===== src/rtl/conv_output_seq.sv =====
// Output sequencer for the convolution engine: admits num_frames frames of
// OUT_DIM*OUT_DIM beats, regenerates last, and checks mult_last.
// Optional macro CONV_OUT_RELU_EN clamps negative beats to zero at buffer push.
module conv_output_seq #(
    parameter int WIDTH       = 32,
    parameter int CONV_SIZE   = 28,
    parameter int KERNEL_SIZE = 5
) (
    input  logic             clk,
    input  logic             rstn,
    input  logic             start,
    input  logic [7:0]       num_frames,
    output logic             busy,
    output logic             done,
    output logic             err_last,
    input  logic             mult_valid,
    output logic             mult_ready,
    input  logic [WIDTH-1:0] mult_data,
    input  logic             mult_last,
    output logic             valid,
    output logic [WIDTH-1:0] data,
    output logic             last,
    input  logic             ready
);
    localparam int OUT_DIM = CONV_SIZE - KERNEL_SIZE + 1;
    localparam int BEATS   = OUT_DIM * OUT_DIM;
    localparam int BCW     = (BEATS > 1) ? $clog2(BEATS) : 1;
    localparam logic [BCW-1:0] LAST_BEAT = BCW'(BEATS - 1);

    typedef enum logic [1:0] {S_IDLE, S_RUN, S_DRAIN, S_DONE} state_t;

    state_t           state_q, state_d;
    logic [BCW-1:0]   beat_cnt_q, beat_cnt_d;
    logic [7:0]       frame_cnt_q, frame_cnt_d;
    logic [7:0]       frames_q, frames_d;
    logic             err_q, err_d;
    logic [WIDTH-1:0] buf_data_q [2];
    logic [WIDTH-1:0] buf_data_d [2];
    logic [1:0]       buf_last_q, buf_last_d;
    logic             wr_ptr_q, wr_ptr_d;
    logic             rd_ptr_q, rd_ptr_d;
    logic [1:0]       count_q, count_d;

    logic             accept;
    logic             pop;
    logic             beat_is_last;
    logic             frame_is_last;
    logic [WIDTH-1:0] push_data;

    // Ready depends only on state and occupancy, never on downstream ready.
    assign mult_ready    = (state_q == S_RUN) && (count_q != 2'd2);
    assign accept        = mult_valid && mult_ready;
    assign pop           = (count_q != 2'd0) && ready;
    assign beat_is_last  = (beat_cnt_q == LAST_BEAT);
    assign frame_is_last = (frame_cnt_q == frames_q - 8'd1);

`ifdef CONV_OUT_RELU_EN
    assign push_data = mult_data[WIDTH-1] ? '0 : mult_data;
`else
    assign push_data = mult_data;
`endif

    always_comb begin
        state_d     = state_q;
        beat_cnt_d  = beat_cnt_q;
        frame_cnt_d = frame_cnt_q;
        frames_d    = frames_q;
        err_d       = err_q;
        case (state_q)
            S_IDLE: begin
                if (start) begin
                    err_d = 1'b0;
                    if (num_frames != 8'd0) begin
                        frames_d    = num_frames;
                        beat_cnt_d  = '0;
                        frame_cnt_d = 8'd0;
                        state_d     = S_RUN;
                    end else begin
                        state_d = S_DONE;
                    end
                end
            end
            S_RUN: begin
                if (accept) begin
                    // Mismatched marker is flagged, but the beat still goes out.
                    if (mult_last != beat_is_last) begin
                        err_d = 1'b1;
                    end
                    if (beat_is_last) begin
                        beat_cnt_d  = '0;
                        frame_cnt_d = frame_cnt_q + 8'd1;
                        if (frame_is_last) begin
                            state_d = S_DRAIN;
                        end
                    end else begin
                        beat_cnt_d = beat_cnt_q + 1'b1;
                    end
                end
            end
            S_DRAIN: begin
                if (count_q == 2'd0) begin
                    state_d = S_DONE;
                end
            end
            default: begin
                state_d = S_IDLE;
            end
        endcase
    end

    always_comb begin
        buf_data_d = buf_data_q;
        buf_last_d = buf_last_q;
        wr_ptr_d   = wr_ptr_q;
        rd_ptr_d   = rd_ptr_q;
        count_d    = count_q;
        if (accept) begin
            buf_data_d[wr_ptr_q] = push_data;
            buf_last_d[wr_ptr_q] = beat_is_last;
            wr_ptr_d             = ~wr_ptr_q;
        end
        if (pop) begin
            rd_ptr_d = ~rd_ptr_q;
        end
        case ({accept, pop})
            2'b10:   count_d = count_q + 2'd1;
            2'b01:   count_d = count_q - 2'd1;
            default: count_d = count_q;
        endcase
    end

    always_ff @(posedge clk or negedge rstn) begin
        if (!rstn) begin
            state_q     <= S_IDLE;
            beat_cnt_q  <= '0;
            frame_cnt_q <= 8'd0;
            frames_q    <= 8'd0;
            err_q       <= 1'b0;
            buf_last_q  <= 2'b00;
            wr_ptr_q    <= 1'b0;
            rd_ptr_q    <= 1'b0;
            count_q     <= 2'd0;
            for (int i = 0; i < 2; i++) begin
                buf_data_q[i] <= '0;
            end
        end else begin
            state_q     <= state_d;
            beat_cnt_q  <= beat_cnt_d;
            frame_cnt_q <= frame_cnt_d;
            frames_q    <= frames_d;
            err_q       <= err_d;
            buf_last_q  <= buf_last_d;
            wr_ptr_q    <= wr_ptr_d;
            rd_ptr_q    <= rd_ptr_d;
            count_q     <= count_d;
            for (int i = 0; i < 2; i++) begin
                buf_data_q[i] <= buf_data_d[i];
            end
        end
    end

    assign busy     = (state_q == S_RUN) || (state_q == S_DRAIN);
    assign done     = (state_q == S_DONE);
    assign err_last = err_q;
    assign valid    = (count_q != 2'd0);
    assign data     = buf_data_q[rd_ptr_q];
    assign last     = buf_last_q[rd_ptr_q];

endmodule


===== config.mk =====
export PLATFORM = sky130hd
export DESIGN_NAME = conv_output_seq
export DESIGN_NICKNAME = d
export VERILOG_FILES = /design/src/rtl/conv_output_seq.sv
export SDC_FILE = /design/constraint.sdc
export NUM_CORES = 1
export LEC_CHECK = 0
export CAP_MARGIN = 25
export CORE_UTILIZATION = 40
export CTS_BUF_LIST = sky130_fd_sc_hd__clkbuf_8
export DETAILED_ROUTE_END_ITERATION = 6
export GPL_ROUTABILITY_DRIVEN = 0
export GPL_TIMING_DRIVEN = 0
export MAX_ROUTING_LAYER = met4
export SLEW_MARGIN = 20
export SYNTH_ARGS = -nofsm -noshare
export SYNTH_HDL_FRONTEND = slang
export SYNTH_SLANG_ARGS = --single-unit

===== constraint.sdc =====
create_clock -name clk -period 2.18 [get_ports clk]
set_input_delay 0.436 -clock clk [delete_from_list [all_inputs] [get_ports clk]]
set_output_delay 0.436 -clock clk [all_outputs]
set_load 0.005 [all_outputs]

==> results.cfg, run 1 <==
[setup_path]
critical_path_class = reg2out
worstPathRequired_ps = 1740
r2r_start = state_q[1]
r2r_cells = 7
arrival_ps = 1640
path_max_fanout = 7
crit_path_end_kind = output pin
reg2reg_slack_ps = 130
setup.worst_path.start_class = flip-flop
reg2reg_to = buf_data_q[61]

[routing]
drt_iter0_drc = 103
drc = 9
ant_nets = 0
wl_per_cell_um = 16.10
vias_per_cell = 5.271
num_vias = 3437
dr.pass1.iters = 6
wirelength_um = 10500

[placed_design]
dp_hpwl_um = 7446
numPortBuffers = 83
pre_cts_ws_ps = -474.2

[synthesis]
synth-seq-cells = 99
synthDistinctLibCells = 51
synth_nets = 449
postSynthCellCount = 395
seq_area_frac_synth = 0.5118
synth-edff-count = 0
ys_warn_count = 0
synth_area_per_cell_um2 = 12.26
synth_top_cell_area_share = 0.5118
synthFlopType = dfrtp_1
syn_area_um2 = 4841
ys_async_sr_fraction = 1.000
yosys.area.top_type = dfrtp_1
synth_top_cells_by_area = dfrtp_1 (51%), mux2_2 (20%), mux2_1 (3.7%), o21ai_0 (2.3%), ha_1 (2.1%)

[cts]
clockBufferDepth = 2
cts-root-buf = clkbuf_8
clk_pin_slew_ps = 90
cts_buffers = 9
clock-sinks = 99
h-tree-depth = 3
tritoncts = done
clk_latency_ps = 370

[sta]
slew_headroom = 0.6843
clock-skew-final_ps = 6.478
layout_min_cycle_time_ps = 2078
fin_ws_ps = 101.8
grt_setup_unrepaired = false
worst_pin_slew_ps = 470.0
fin_hold_ws_ps = 485.0
setup_violations = 0
hold_viol_final = 0
slew_viol_final = 0
max_freq_mhz = 481.2
final.setup.tns_ps = 0
finalCritPeriodShare = 0.9533

[layout]
insertedDiodeCount = 0
syn2layout_area_growth_pct = 33.26
finalNetCount = 558
post-route-util = 0.5555
drive_gt1_frac = 0.2888

[die]
core-area_um2 = 11610
die_w_um = 112.0
die_area_um2 = 12550
dieHeight_um = 112.0
initial_core_util = 0.4168
row_count = 39
ios = 84

[worst_hold_path]
hold_path_class = reg2reg
min_path_cells = 1
hp-start = beat_cnt_q[9]
min_to = beat_cnt_q[9]

[power]
ir_drop_v = 0.0004208
p_leak_nw = 3.015
cellPowerDensity_nw_per_um2 = 1293

[global_routing]
grt_pass1_wl_um = 17190
groute.usage.overall = 0.1804
first_global_vias = 3424
grt_overflow_total = 0
grt_antenna_before_repair = 0
grt_max_degree = 67

[outcome]
violations = design-rule violations
status = complete, but fails checks

[run]
maxCapViolations = 0
==> cells in the final DEF, fill, tap and decap left out, types with 4 or more instances in the layout <==
cell	count
clkdlybuf4s50_1	48
nand2b_1	4
xor2_1	9
o21ai_1	4
buf_4	10
nor2_1	12
nand2_1	20
ha_1	6
dlygate4sd2_1	4
o21ai_0	22
inv_1	8
a31oi_1	6
a21oi_1	7
or3_1	5
clkbuf_8	11
mux2_2	85
o31ai_1	5
inv_2	4
clkbuf_4	4
xnor2_1	7
dlymetal6s2s_1	30
nand3_1	10
mux2_1	16
dfrtp_1	97
==> power breakdown <==
part | internal (W) | total, W | switching (W) | leakage [nW]
Combinational | 0.00243 | 0.00398 | 0.00155 | 1.67
Clock | 0.000677 | 0.00132 | 0.000648 | 0.108
Sequential | 0.00260 | 0.00304 | 0.000440 | 1.23
==> cell usage after synthesis, drive strengths merged, types with 4 or more instances <==
master	instances
a21oi	8
a31oi	6
buf	8
clkbuf	7
dfrtp	99
ha	8
inv	12
mux2	101
nand2	21
nand2b	4
nand3	10
nor2	14
o2111ai	4
o21ai	27
o31ai	5
or3	5
xnor2	7
xor2	9
==> layer usage <==
| metal | up-vias | global-route usage | part of all wire | wire length, um |
|---|---|---|---|---|
| met5 | - | - | 0 | 0 |
| met4 | 0 | 0.06933 | 0.016 | 163 |
| met3 | 12 | 0.02862 | 0.049 | 512 |
| met2 | 68 | 0.2824 | 0.48 | 5001 |
| met1 | 1709 | 0.2369 | 0.46 | 4818 |
| li1 | 1648 | - | - | - |
==> final cells by class <==
type / instances / area [um^2]
Fill cell: 1011 / 5162
Clock buffer: 10 / 137.6
Inverter: 12 / 45.04
Multi-Input combinational cell: 269 / 2311
Tap cell: 143 / 178.9
Clock inverter: 6 / 88.84
Buffer: 14 / 113.9
Timing Repair Buffer: 99 / 1096
Sequential cell: 99 / 2480
==> metrics by stage <==
step                      total power, W  cells  cell area [um^2]
after global placement          0.006673    621              5851
final                           0.008338    652              6451
after CTS                       0.008321    644              6230
after floorplan                 0.005163    395              4841
after detailed placement        0.006795    622              5879
after global routing            0.008906    652              6451
==> worst max path at each step <==
| stage | slack (ps) | start | depth (start not counted) | to |
|---|---|---|---|---|
| after floorplan | 270 | state_q[0] | 7 | frame_cnt_q[7] |
| after global placement | -3080 | rstn | 1 | beat_cnt_q[1] |
| after detailed placement | -470 | num_frames[1] | 6 | beat_cnt_q[6] |
| after CTS | -100 | rd_ptr_q | 3 | data[4] |
| after global routing | 4 | state_q[0] | 7 | frame_cnt_q[7] |
| final | 100 | rd_ptr_q | 5 | data[4] |
==> logic make-up (layout without fill, tap and decap cells) <==
logic type | Yosys count | after routing | share of synthesized area
buffers and inverters | 27 | 141 | 0.02249
multiplexers | 102 | 102 | 0.2370
flip-flops | 99 | 99 | 0.5118
AO/OA/AOI/OAI | 65 | 65 | 0.09357
adder cells (fa/ha/maj) | 8 | 8 | 0.02068
AND/OR/NAND/NOR | 78 | 78 | 0.08556
XOR/XNOR | 16 | 16 | 0.02895
==> registers in the layout, summed over array words and instances (netlist names) <==
name / count
frame_cnt_q: 8
buf_data_q: 64
buf_last_q: 2
frames_q: 8
state_q: 2
rd_ptr_q: 1
count_q: 2
beat_cnt_q: 10
wr_ptr_q: 1
err_last: 1
==> worst max-delay path, stage by stage, from the launching register on <==
cell and delay [ps]:
dfrtp_2 420, buf_12 140, buf_4 140, clkbuf_16 150
mux2_2 270, dlymetal6s2s_1 150
==> what timing repair did <==
action / in CTS / in global routing
endpoints found under the setup margin: 80 / 64
buffers inserted: 6 / 6
gates resized for setup: 25 / 44
pin swaps: 0 / 1
hold buffers: 1 / 0
hold endpoints to repair: 33 / 0
cloned: 0 / 2
Power figures use the tool's default switching activity.
==> inputs of run 2 (changes only) <==
==> constraint.sdc (replaced) <==
create_clock -name clk -period 2.1 [get_ports clk]
set_input_delay 0.42 -clock clk [delete_from_list [all_inputs] [get_ports clk]]
set_output_delay 0.42 -clock clk [all_outputs]
set_load 0.005 [all_outputs]
==> run 2 against run 1 <==
  * The flow still finishes with violations (design-rule violations)
  * Worst hold slack about the same
  * Via count increased by 0.73%
  * First-iteration DRC count increased by 8.7%
  * Combinational power increased by 4%
  * Sequential cell count unchanged
  * Largest cell class unchanged
==> results.cfg, run 2 (same netlist as run 1, synthesis figures left out) <==
[setup_path]
reg2reg_slack_ps = 90
path_max_fanout = 7
setup.worst_path.start_class = flip-flop
critical_path_class = reg2out
arrival_ps = 1640
reg2reg_to = frame_cnt_q[7]
worstPathRequired_ps = 1680
crit_path_end_kind = output pin
r2r_start = beat_cnt_q[0]
r2r_cells = 6

[sta]
clock-skew-final_ps = 6.385
finalCritPeriodShare = 0.9793
slew_headroom = 0.6804
final.setup.tns_ps = 0
worst_pin_slew_ps = 475.7
setup_violations = 0
max_freq_mhz = 486.3
fin_ws_ps = 43.57
hold_viol_final = 0
layout_min_cycle_time_ps = 2056
slew_viol_final = 0

[die]
core-area_um2 = 11610
die_w_um = 112.0
row_count = 39
initial_core_util = 0.4168
dieHeight_um = 112.0
ios = 84
die_area_um2 = 12550

[routing]
drc = 9
drt_iter0_drc = 112
dr.pass1.iters = 6
wl_per_cell_um = 16.04
num_vias = 3462
vias_per_cell = 5.269
ant_nets = 0
wirelength_um = 10540

[placed_design]
dp.cells = 622
dp_hpwl_um = 7446
numPortBuffers = 83
pre_cts_ws_ps = -538.2

[layout]
regMostFlops = buf_data_q
mostFrequentLayoutCells = dfrtp_1 (97), mux2_2 (85), clkdlybuf4s50_1 (46)
fillers = 1006
drive_gt1_frac = 0.3093
fin_cells = 657
finalNetCount = 563
insertedDiodeCount = 0
ff_latch_area_um2 = 2480
multi_input_area_um2 = 2336
top_regs = buf_data_q (64), beat_cnt_q (10)
syn2layout_area_growth_pct = 34.09
post-route-util = 0.5589
layout_commonest_cell = dfrtp_1
largest_register_ff_count = 64

[cts]
clk_pin_slew_ps = 90
cts_buffers = 9
clock-sinks = 99
clk_latency_ps = 370
tritoncts = done
clockBufferDepth = 2
h-tree-depth = 3
cts-root-buf = clkbuf_8

[power]
cellPowerDensity_nw_per_um2 = 1334
cell_internal_pwr_w = 0.005909
switching_share = 0.3176
seq_power_share = 0.364
ir_drop_v = 0.0004452
combPwrFrac = 0.477
p_sw_w = 0.002751
p_leak_nw = 3.029
total_power_w = 0.008659
clockPowerShare = 0.159

[worst_hold_path]
min_path_cells = 1
hp-start = beat_cnt_q[9]
hold_path_class = reg2reg
min_to = beat_cnt_q[9]

[global_routing]
grt_antenna_before_repair = 0
grt_overflow_total = 0
first_global_vias = 3432
grt_pass1_wl_um = 17240
groute.usage.overall = 0.1809
grt_max_degree = 67

[outcome]
violations = design-rule violations
status = complete, but fails checks

[run]
maxCapViolations = 0
[run 2: cell types whose count changed in the layout (fill, tap and decap cells not counted), moves of 2 or more]
cell / before / now
clkbuf_4: 4 / 2
buf_4: 10 / 16
clkdlybuf4s50_1: 48 / 46
dlymetal6s2s_1: 30 / 28
clkbuf_2: 0 / 3
[run 2: metrics by stage]
| stage | hold WS, ps | cell area, um^2 |
|---|---|---|
| global route | 508.9 | 6491 |
| floorplan | 124.4 | 4841 |
| CTS | 489.8 | 6238 |
| global placement | 463.1 | 5851 |
| detailed placement | 337.1 | 5879 |
| finish | 485.1 | 6491 |
[run 2: critical path: stages (launching register included)]
cell            delay [ps]
dfrtp_2                420
buf_12                 140
buf_4                  140
clkbuf_16              150
mux2_2                 260
dlymetal6s2s_1         150
[run 2: what timing repair did]
item	in CTS	in global routing
gates cloned	0	2
setup endpoints to repair	83	105
hold buffers	1	0
endpoints found under the hold margin	33	0
gates resized for setup	28	53
buffers inserted	7	10
pin swaps	0	2
[run 2: final cells by class]
cell class | count | share of cell area
buffer | 14 | 0.01715
clock buffer | 10 | 0.02120
clock inverter | 6 | 0.01369
inverter | 12 | 0.006939
multi-input combinational | 269 | 0.3599
sequential | 99 | 0.3820
tap | 143 | 0.02756
timing repair buffer | 104 | 0.1715
[run 2: worst max path at each step]
stage | slack, ps | end | cells after the start | from
after detailed placement | -540 | beat_cnt_q[6] | 6 | num_frames[1]
after CTS | -170 | data[4] | 3 | rd_ptr_q
final | 40 | data[8] | 5 | rd_ptr_q
after global placement | -3140 | beat_cnt_q[1] | 1 | rstn
after floorplan | 190 | frame_cnt_q[7] | 7 | state_q[0]
after global routing | -20 | frame_cnt_q[6] | 6 | beat_cnt_q[0]
[run 2: power by group through the flow]
stage	registers, W	logic (W)	clock network (W)
finish	0.00316	0.00413	0.00137
global route	0.00327	0.00451	0.00149
CTS	0.00317	0.00404	0.00143
detailed placement	0.00318	0.00387	0
global placement	0.00313	0.00380	0
floorplan	0.00304	0.00232	0
[run 2: per-layer routing]
metal / wire length, um / vias to the layer above / global-route usage
li1: - / 1661 / -
met1: 4772 / 1717 / 0.2376
met2: 5062 / 69 / 0.2832
met3: 541 / 15 / 0.02862
met4: 161 / 0 / 0.06933
met5: 0 / - / -
==> inputs of run 3 (changes only) <==
==> constraint.sdc (replaced) <==
create_clock -name clk -period 2.1 [get_ports clk]
set_input_delay 0.42 -clock clk [delete_from_list [all_inputs] [get_ports clk]]
set_output_delay 0.42 -clock clk [all_outputs]
set_load 0.1 [all_outputs]
==> run 3 against run 2 <==
  * The flow still finishes with violations (design-rule violations)
  * Global-route usage up 1.1 points
  * Critical path type unchanged
  * Clock skew up 0.88 ps
  * Sequential cell count unchanged
==> results.cfg, run 3 (same netlist as run 1, synthesis figures left out) <==
[die]
core-area_um2 = 11610
dieHeight_um = 112.0
die_area_um2 = 12550
initial_core_util = 0.4168
die_w_um = 112.0
ios = 84
row_count = 39

[sta]
slew_viol_final = 0
clock-skew-final_ps = 7.269
slew_headroom = 0.3700
max_freq_mhz = 485.7
layout_min_cycle_time_ps = 2059
finalCritPeriodShare = 0.9804
hold_viol_final = 0
worst_pin_slew_ps = 948.7
setup_violations = 0
grt_setup_unrepaired = true

[setup_path]
r2r_cells = 6
crit_path_end_kind = output pin
slowest_delay_ps = 450
worstPathBufferInverterCount = 2
cpLargestDelayFamily = buffers and inverters
reg2reg_slack_ps = 90
reg2reg_to = frame_cnt_q[7]
slowest_stage = dfrtp_2
path_max_fanout = 5
timing.critical_path.cells = buf_4, mux2_2, buf_2
worstPathRequired_ps = 1680
r2r_start = beat_cnt_q[0]
setup.worst_path.start_class = flip-flop
arrival_ps = 1640
critical_path_class = reg2out

[layout]
drive_gt1_frac = 0.3613
regMostFlops = buf_data_q
mostFrequentLayoutCells = dfrtp_1 (98), mux2_2 (85), clkdlybuf4s50_1 (44)
syn2layout_area_growth_pct = 27.63
fin_area_um2 = 6178
finalNetCount = 551
top_regs = buf_data_q (64), beat_cnt_q (10)
layout_commonest_cell = dfrtp_1
largest_register_ff_count = 64
insertedDiodeCount = 0

[cts]
clk_pin_slew_ps = 90
clockBufferDepth = 2
tritoncts = done
cts-root-buf = clkbuf_8
clock-sinks = 99
cts_buffers = 9
clk_latency_ps = 380
h-tree-depth = 3

[global_routing]
grt_max_degree = 82
grt_antenna_before_repair = 0
groute.usage.overall = 0.1921
first_global_vias = 3633
grt_pass1_wl_um = 18210
grt_overflow_total = 0

[outcome]
violations = design-rule violations
status = complete, but fails checks

[routing]
vias_per_cell = 5.311
wirelength_um = 10550
dr.pass1.iters = 6
drt_iter0_drc = 115
wl_per_cell_um = 16.39
num_vias = 3420
drc = 10
ant_nets = 0

[worst_hold_path]
hold_path_class = in2async

[placed_design]
postPlaceCellArea_um2 = 5884
dp_hpwl_um = 7422
numPortBuffers = 83

[run]
maxCapViolations = 0
run 3: stage by stage:
step	setup slack, ps	std cells	TNS, ps	utilization	hold slack (ps)
CTS	-24.33	642	-24.33	0.5252	434.3
finish	41.09	644	0	0.5320	444.3
global placement	-3141	621	-365230	0.5042	462.5
detailed placement	-977.2	622	-56860	0.5067	280.1
floorplan	37.30	395	0	-	124.4
global route	-8.544	644	-9.390	0.5320	441.1
run 3: layout make-up:
| type | count | area, um^2 |
|---|---|---|
| Fill cell | 1045 | 5435 |
| Sequential cell | 99 | 2479 |
| Multi-Input combinational cell | 269 | 2352 |
| Timing Repair Buffer | 92 | 828.3 |
| Tap cell | 143 | 178.9 |
| Clock buffer | 11 | 151.4 |
| Buffer | 14 | 101.3 |
| Inverter | 12 | 45.04 |
| Clock inverter | 4 | 42.54 |
run 3: routing by layer:
layer	wire length (um)	track usage	vias to the layer above
li1	-	-	1641
met1	4911	0.2464	1695
met2	5000	0.3056	73
met3	443	0.02916	11
met4	197	0.08000	0
met5	0	-	-
run 3: timing repair:
action | in CTS | in global routing
endpoints found under the setup margin | 87 | 95
pin swaps | 0 | 0
resized for setup | 234 | 26
hold buffers | 1 | 0
buffers inserted | 5 | 2
hold endpoints to repair | 18 | 0
run 3: how the worst max path moves through the flow:
stage | from | to | slack (ps) | cells after the start
floorplan | rd_ptr_q | last | 40 | 3
global placement | rstn | beat_cnt_q[3] | -3140 | 1
detailed placement | rd_ptr_q | data[29] | -980 | 4
CTS | state_q[1] | mult_ready | -20 | 5
global route | state_q[1] | mult_ready | -9 | 5
finish | rd_ptr_q | data[1] | 40 | 3
run 3: worst register-to-register path, stage by stage (launching register included):
cell and delay [ps]:
dfrtp_1 400, ha_1 230, and3_4 220, a41o_4 290
o2111ai_4 160, or4_1 500, a21oi_1 150
Power of run 3 is left out: the tool's default activity adds up to more than one toggle a clock period on the data nets, which glitch-free logic cannot reach.
